===== src/rtl/im_loader.sv =====
// Instruction-memory loader: parses a count-prefixed big-endian byte stream and
// writes 32-bit words sequentially from BASE_ADDR, holding the CPU while busy.
module im_loader #(
  parameter int          DEPTH     = 1024,
  parameter logic [31:0] BASE_ADDR = 32'h0000_0000
) (
  input  logic        clk,
  input  logic        rst_n,
  input  logic        start,
  input  logic        byte_valid,
  input  logic [7:0]  byte_data,
  output logic        im_we,
  output logic [31:0] im_addr,
  output logic [31:0] im_wdata,
  output logic        busy,
  output logic        cpu_hold,
  output logic        done,
  output logic        err,
  output logic [10:0] words_loaded
);

  typedef enum logic [2:0] {
    S_IDLE,
    S_HDR,
    S_DATA,
    S_DONE,
    S_ERR
  } state_t;

  state_t      state;
  logic        hdr_second;
  logic [7:0]  cnt_hi;
  logic [15:0] n_words;
  logic [1:0]  byte_cnt;
  logic [23:0] asm_p0;
  logic        take_p0;

  function automatic state_t hdr_next(input logic [15:0] n);
    if (n == 16'd0)
      return S_DONE;
    else if (int'(n) > DEPTH)
      return S_ERR;
    else
      return S_DATA;
  endfunction

  // Once the last word has been captured, trailing bytes are dropped even
  // though the write cycle itself still belongs to DATA.
  assign take_p0  = byte_valid && (state == S_DATA) &&
                    ({5'd0, words_loaded} != n_words);
  assign busy     = (state == S_HDR) || (state == S_DATA);
  assign cpu_hold = busy;

  // Byte assembly: the partial word needs no reset since byte_cnt gates its use.
  always_ff @(posedge clk) begin
    if (take_p0)
      asm_p0 <= {asm_p0[15:0], byte_data};
  end

  // Control and write port
  always_ff @(posedge clk or negedge rst_n) begin
    if (!rst_n) begin
      state        <= S_IDLE;
      hdr_second   <= 1'b0;
      cnt_hi       <= 8'd0;
      n_words      <= 16'd0;
      byte_cnt     <= 2'd0;
      im_we        <= 1'b0;
      im_addr      <= BASE_ADDR;
      im_wdata     <= 32'd0;
      done         <= 1'b0;
      err          <= 1'b0;
      words_loaded <= 11'd0;
    end else begin
      im_we <= 1'b0;
      if (im_we)
        im_addr <= im_addr + 32'd4;

      case (state)
        S_IDLE: begin
          if (start) begin
            done         <= 1'b0;
            err          <= 1'b0;
            words_loaded <= 11'd0;
            im_addr      <= BASE_ADDR;
            hdr_second   <= 1'b0;
            byte_cnt     <= 2'd0;
            state        <= S_HDR;
          end
        end

        S_HDR: begin
          if (byte_valid) begin
            if (!hdr_second) begin
              cnt_hi     <= byte_data;
              hdr_second <= 1'b1;
            end else begin
              n_words    <= {cnt_hi, byte_data};
              hdr_second <= 1'b0;
              state      <= hdr_next({cnt_hi, byte_data});
            end
          end
        end

        S_DATA: begin
          if (take_p0) begin
            byte_cnt <= byte_cnt + 2'd1;
            if (byte_cnt == 2'd3) begin
              im_we        <= 1'b1;
              im_wdata     <= {asm_p0, byte_data};
              words_loaded <= words_loaded + 11'd1;
            end
          end
          if (im_we && ({5'd0, words_loaded} == n_words))
            state <= S_DONE;
        end

        S_DONE: begin
          done  <= 1'b1;
          state <= S_IDLE;
        end

        S_ERR: begin
          err   <= 1'b1;
          state <= S_IDLE;
        end

        default: state <= S_IDLE;
      endcase
    end
  end

endmodule


===== config.mk =====
export PLATFORM = sky130hd
export DESIGN_NAME = im_loader
export DESIGN_NICKNAME = d
export VERILOG_FILES = /design/src/rtl/im_loader.sv
export SDC_FILE = /design/constraint.sdc
export NUM_CORES = 1
export LEC_CHECK = 0
export BUFFER_PORTS_ARGS = -buffer_cell sky130_fd_sc_hd__buf_2
export CAP_MARGIN = 5
export CORE_ASPECT_RATIO = 0.7
export CORE_MARGIN = 4
export CORE_UTILIZATION = 35
export DETAILED_ROUTE_END_ITERATION = 10
export PLACE_DENSITY_LB_ADDON = 0.1
export SLEW_MARGIN = 20
export SYNTH_ARGS = -nofsm -noshare
export SYNTH_HDL_FRONTEND = slang
export SYNTH_SLANG_ARGS = --single-unit

===== constraint.sdc =====
create_clock -name clk -period 2.5 [get_ports clk]
set_input_delay 0.25 -clock clk [delete_from_list [all_inputs] [get_ports clk]]
set_output_delay 0.25 -clock clk [all_outputs]
set_load 0.02 [all_outputs]

Word-level counts from Yosys, hierarchy flattened
Cells that the tools add are included.

word-level totals
  register bits = 132
  input port bits = 12
  output and inout bits = 80

operators by class
  add/subtract/negate cells = 3
  order comparisons = 1
  eq/ne operators = 13
  muxes and demuxes = 26
  bitwise operators = 1
  reductions and logical operators = 19

operator list
  operator                                                         number
  two-way mux 32 bit                                               3
  two-way mux 11 bit                                               3
  adder 32 x 3 -> 32 bit, second input constant                    1
  one-hot mux 11 bit (2 select lines)                              1
  two-way mux 3 bit                                                6
  equality test 11 x 16 -> 1 bit                                   1
  greater-than comparator 16 x 11 -> 1 bit, second input constant  1
  zero test 16 bit                                                 1
  inequality test 11 x 16 -> 1 bit                                 1
  AND reduction 3 bit                                              5
  adder 11 x 1 -> 11 bit, second input constant                    1
  one-hot mux 3 bit (3 select lines)                               1
  inequality test 2 bit, second input constant                     4
  AND reduction 4 bit                                              2
  nonzero test 2 bit                                               4
  equality test 3 x 2 -> 1 bit, second input constant              2
  two-way mux 1 bit                                                6
  one-hot mux 1 bit (2 select lines)                               3
  two-way mux 2 bit                                                2
  inequality test 2 x 1 -> 1 bit, second input constant            2
  one-hot mux 2 bit (2 select lines)                               1
  AND reduction 2 bit                                              2
  equality test 3 x 1 -> 1 bit, second input constant              1
  equality test 3 bit, second input constant                       1
  6 further kinds                                                  8

Depth between registers and ports, before layout
  depth after elaboration = 6
  mapped depth = 7
  gate-level depth less buffers = 6

Worst setup path before layout
OpenSTA, ideal clock, no wires.

  path type = register to register
  start point = register words_loaded[0]
  end point = register asm_p0[0] (enable)
  library setup time = 410 ps
  data arrival time = 2187 ps
  data required time = 2090 ps
  path slack = -97 ps
  stages on the path, launching flop included = 6
  buffers on the path = 1
  period minus slack after synthesis = 2597 ps
  path through = dfrtp_1 -> xnor2_1 -> nand4_1 -> nor4_2 -> buf_2 -> nor2_1

on the way
  cells in the longest elaborated chain, start to end = 2

ends and longest elaborated chain
  item                              RTL line  RTL
  from (decl)                       19        output logic [10:0] words_loaded
  from (signal assigned)            111       words_loaded <= words_loaded + 11'd1;
  inequality test 11 x 16 -> 1 bit  50        ({5'd0, words_loaded} != n_words);
  logical AND 1 bit                 49        assign take_p0 = byte_valid && (state == S_DATA) &&
  named net take_p0                 36        logic take_p0;
  to (signal assigned)              57        asm_p0 <= {asm_p0[15:0], byte_data};
  to (decl)                         35        logic [23:0] asm_p0;

The timed path passes the listed nets, and every way through them passes these cells.
A chain may end at the register's enable or synchronous reset.

Final worst setup path
  start point = register n_words[13]
  end point = register im_wdata[26]

on the way
  cells in the longest elaborated chain, start to end = 3

ends and longest elaborated chain
  item                              RTL line  RTL
  from (decl)                       33        logic [15:0] n_words;
  from (signal assigned)            98        n_words <= {cnt_hi, byte_data};
  inequality test 11 x 16 -> 1 bit  50
  logical AND 1 bit                 49
  AND reduction 3 bit (no line)     -
  to (signal assigned)              110       im_wdata <= {asm_p0, byte_data};
  to (decl)                         14        output logic [31:0] im_wdata,

No other way between the ends.

==> impl_metrics.toml <==
[clocking]
root_buffer = "clkbuf_16"
insertion_delay_ns = 0.41
cts_max_path_buffers = 2
clk_pin_slew_ns = 0.06
htreeDepth = 4
numCtsBuffers = 17
cts_resized = 0
clock_sinks = 130
tritoncts = "yes"

[worst_setup_path]
worstPathRequired_ns = 2.79
arrival_ns = 2.67
critPathCaptureType = "flop"
path_class = "reg -> reg"
path_max_fanout = 27
crit_slowest_cell = "nor3_1"
startpoint_type = "flop"
slowest_delay_ns = 0.49
crit_chain = "nor3_1, nand2_1, nor4_2, buf_4, nor2_4, buf_12, mux2_1"

[synthesis]
netlist_area_um2 = 5617
synth.top_cell.area_share_pct = 47.23
syn_inst = 447
syn_avg_cell_area_um2 = 12.57
ys_ff_latch = 130
synth.area.top_cells = "dfrtp_1, edfxtp_1, mux2_2"
synth_warnings = 0
synth_top_area_cell = "dfrtp_1"
synth_cell_type_count = 45
yosysSeqAreaShare_pct = 60.06

[sta]
relSlewSlack_pct = 35.89
skew_ns = 0.006874
hold_viol = 0
fin_crit_sh_pct = 95.15
setup_viol = 0
fin_crit_ns = 2.379
setup-tns-final_ns = 0
tightest_slew_ns = 0.9606
rsz0062_at_grt = "false"
max_freq_mhz = 420.4
slew_violations = 0

[global_routing]
grt_pass1_wl_mm = 21.94
overflow = 0
track_usage_pct = 15.44
antenna_found_initial = 1
grt_pass1_vias = 3918
grt_max_degree = 33

[layout]
nets = 568
insertedDiodeCount = 0
syn2layout_area_growth_pct = 23.19
utilization_pct = 44.37
n_fill_cell = 1442
final_cell_mix = "dfrtp_1, buf_2, mux2_2"
drive_gt1_share_pct = 34.63
final_common_cell = "dfrtp_1"

[power]
power_frac_seq_pct = 42.6
p_sw_uw = 2252
combPwrFrac_pct = 25.4
clock_power_share_pct = 31.9
p_per_area_nw_per_um2 = 1021
internal_power_uw = 4815
swShare_pct = 31.86
leakagePower_uw = 0.003072
ir_drop_mv = 0.4133

[run_status]
status = "finished clean"

[floorplan]
core_area_um2 = 15600
pin_count = 92
die_area_um2 = 18170
rows = 38
fp.dieW_um = 159.4
start_util_pct = 36.02
die_h_um = 114.0

[job]
maxCapViolations = 0

[placement]
gp_congestion = 0.7925
place_hpwl_mm = 9.129
portBuffers = 89

[route]
avgRoutedWirePerCell_um = 17.43
drc = 0
route.vias.total = 3827
antenna_left = 0
routed_wl_mm = 13.35
vias_per_cell = 4.996
first_iter_violations = 236
drt-pass1-iter-count = 4

[hold_path]
hold_class = "in -> reg"
==> stage by stage <==
| step | setup WS (ns) | area (µm²) | std cells | total power (µW) | hold slack (ns) |
|---|---|---|---|---|---|
| final | 0.1213 | 6919 | 766 | 7067 | 0.1122 |
| after global routing | 0.04258 | 6919 | 766 | 7462 | 0.09165 |
| after CTS | 0.1632 | 6919 | 766 | 7158 | 0.09542 |
| after detailed placement | 0.1780 | 6372 | 733 | 4873 | 0.2499 |
| after global placement | 0.1760 | 6372 | 733 | 4842 | 0.2424 |
| after floorplan | 0.3437 | 5623 | 448 | 4204 | -0.04559 |
==> worst paths after layout <==
kind                              startpoint  depth (start not counted)  slack, ns      endpoint
min in group asynchronous              rst_n                          2       0.35  im_wdata[22]
worst min register to register     asm_p0[6]                          0       0.44    asm_p0[14]
worst max register to register   n_words[13]                          7       0.12  im_wdata[26]
worst min-delay path            byte_data[4]                          1       0.11     asm_p0[4]
worst max-delay path             n_words[13]                          7       0.12  im_wdata[26]
max in group asynchronous              rst_n                          3       1.42   im_addr[27]
==> repair_timing <==
action                                 CTS  global route
endpoints found under the hold margin   29             0
setup buffers                            0             0
hold buffers                             1             0
==> cell families after synthesis <==
family          share of synthesized area [%]
simple gates                            14.88
flops                                   60.06
mux                                     13.19
xor+xnor                                5.925
compound gates                          2.985
buf+inv                                 2.228
fa+ha+maj                              0.6684
other cells                           0.06677
==> per-layer routing <==
layer | vias up | share of wire [%] | track usage [%] | wire, µm
met4 | 2 | 1.1 | 4.855 | 144
met3 | 14 | 3.9 | 4.261 | 515
met2 | 87 | 42 | 21.88 | 5655
li1 | 1810 | - | - | -
met1 | 1914 | 53 | 22.98 | 7027
met5 | - | 0.052 | 0 | 7
==> power groups by stage <==
stage	Clock, µW	Sequential, µW	Combinational [µW]
2_1_floorplan	0	3310	898
3_3_place_gp	0	3040	1800
3_5_place_dp	0	3060	1820
4_1_cts	2310	3020	1830
5_1_grt	2430	3080	1950
6_report	2260	3010	1800
==> cell usage after synthesis (all sizes together) <==
cell and instances:
a21boi 1, a21o 1, a21oi 9, a22o 1, a22oi 1, a31oi 2, and2 3, and3 9
and4 4, buf 10, clkbuf 11, conb 1, dfrtp 106, edfxtp 24, ha 3, inv 5
mux2 56, mux2i 11, nand2 27, nand2b 8, nand3 23, nand4 19, nand4b 1, nor2 37
nor2b 1, nor3 7, nor3b 1, nor4 8, nor4b 1, o21ai 7, o31a 1, o31ai 3
o41ai 1, or2 1, or2b 1, or3 2, or4 2, xnor2 16, xor2 22
==> final cells by class <==
class | instances | area, µm² | share of cell area (%)
Timing Repair Buffer | 107 | 610.6 | 8.825
Clock inverter | 13 | 93.84 | 1.356
Inverter | 5 | 18.77 | 0.2712
Multi-Input combinational cell | 292 | 2130 | 30.78
Sequential cell | 130 | 3373 | 48.75
Tap cell | 200 | 250.2 | 3.617
Clock buffer | 19 | 442.9 | 6.401
==> flip-flops by register name, indices dropped and copies added, names as in the netlist <==
| register | count |
|---|---|
| asm_p0 | 24 |
| byte_cnt | 2 |
| cnt_hi | 8 |
| done | 1 |
| err | 1 |
| hdr_second | 1 |
| im_addr | 30 |
| im_wdata | 32 |
| im_we | 1 |
| n_words | 16 |
| state | 3 |
| words_loaded | 11 |
==> worst max-delay path: cells and delay by family, from the launching register on <==
kind | cells | cell delay, ns
buffers and inverters | 2 | 0.47
AND/OR/NAND/NOR | 4 | 1.10
multiplexers | 1 | 0.31
flip-flops | 1 | 0.37
(Power assumes the default switching activity.)
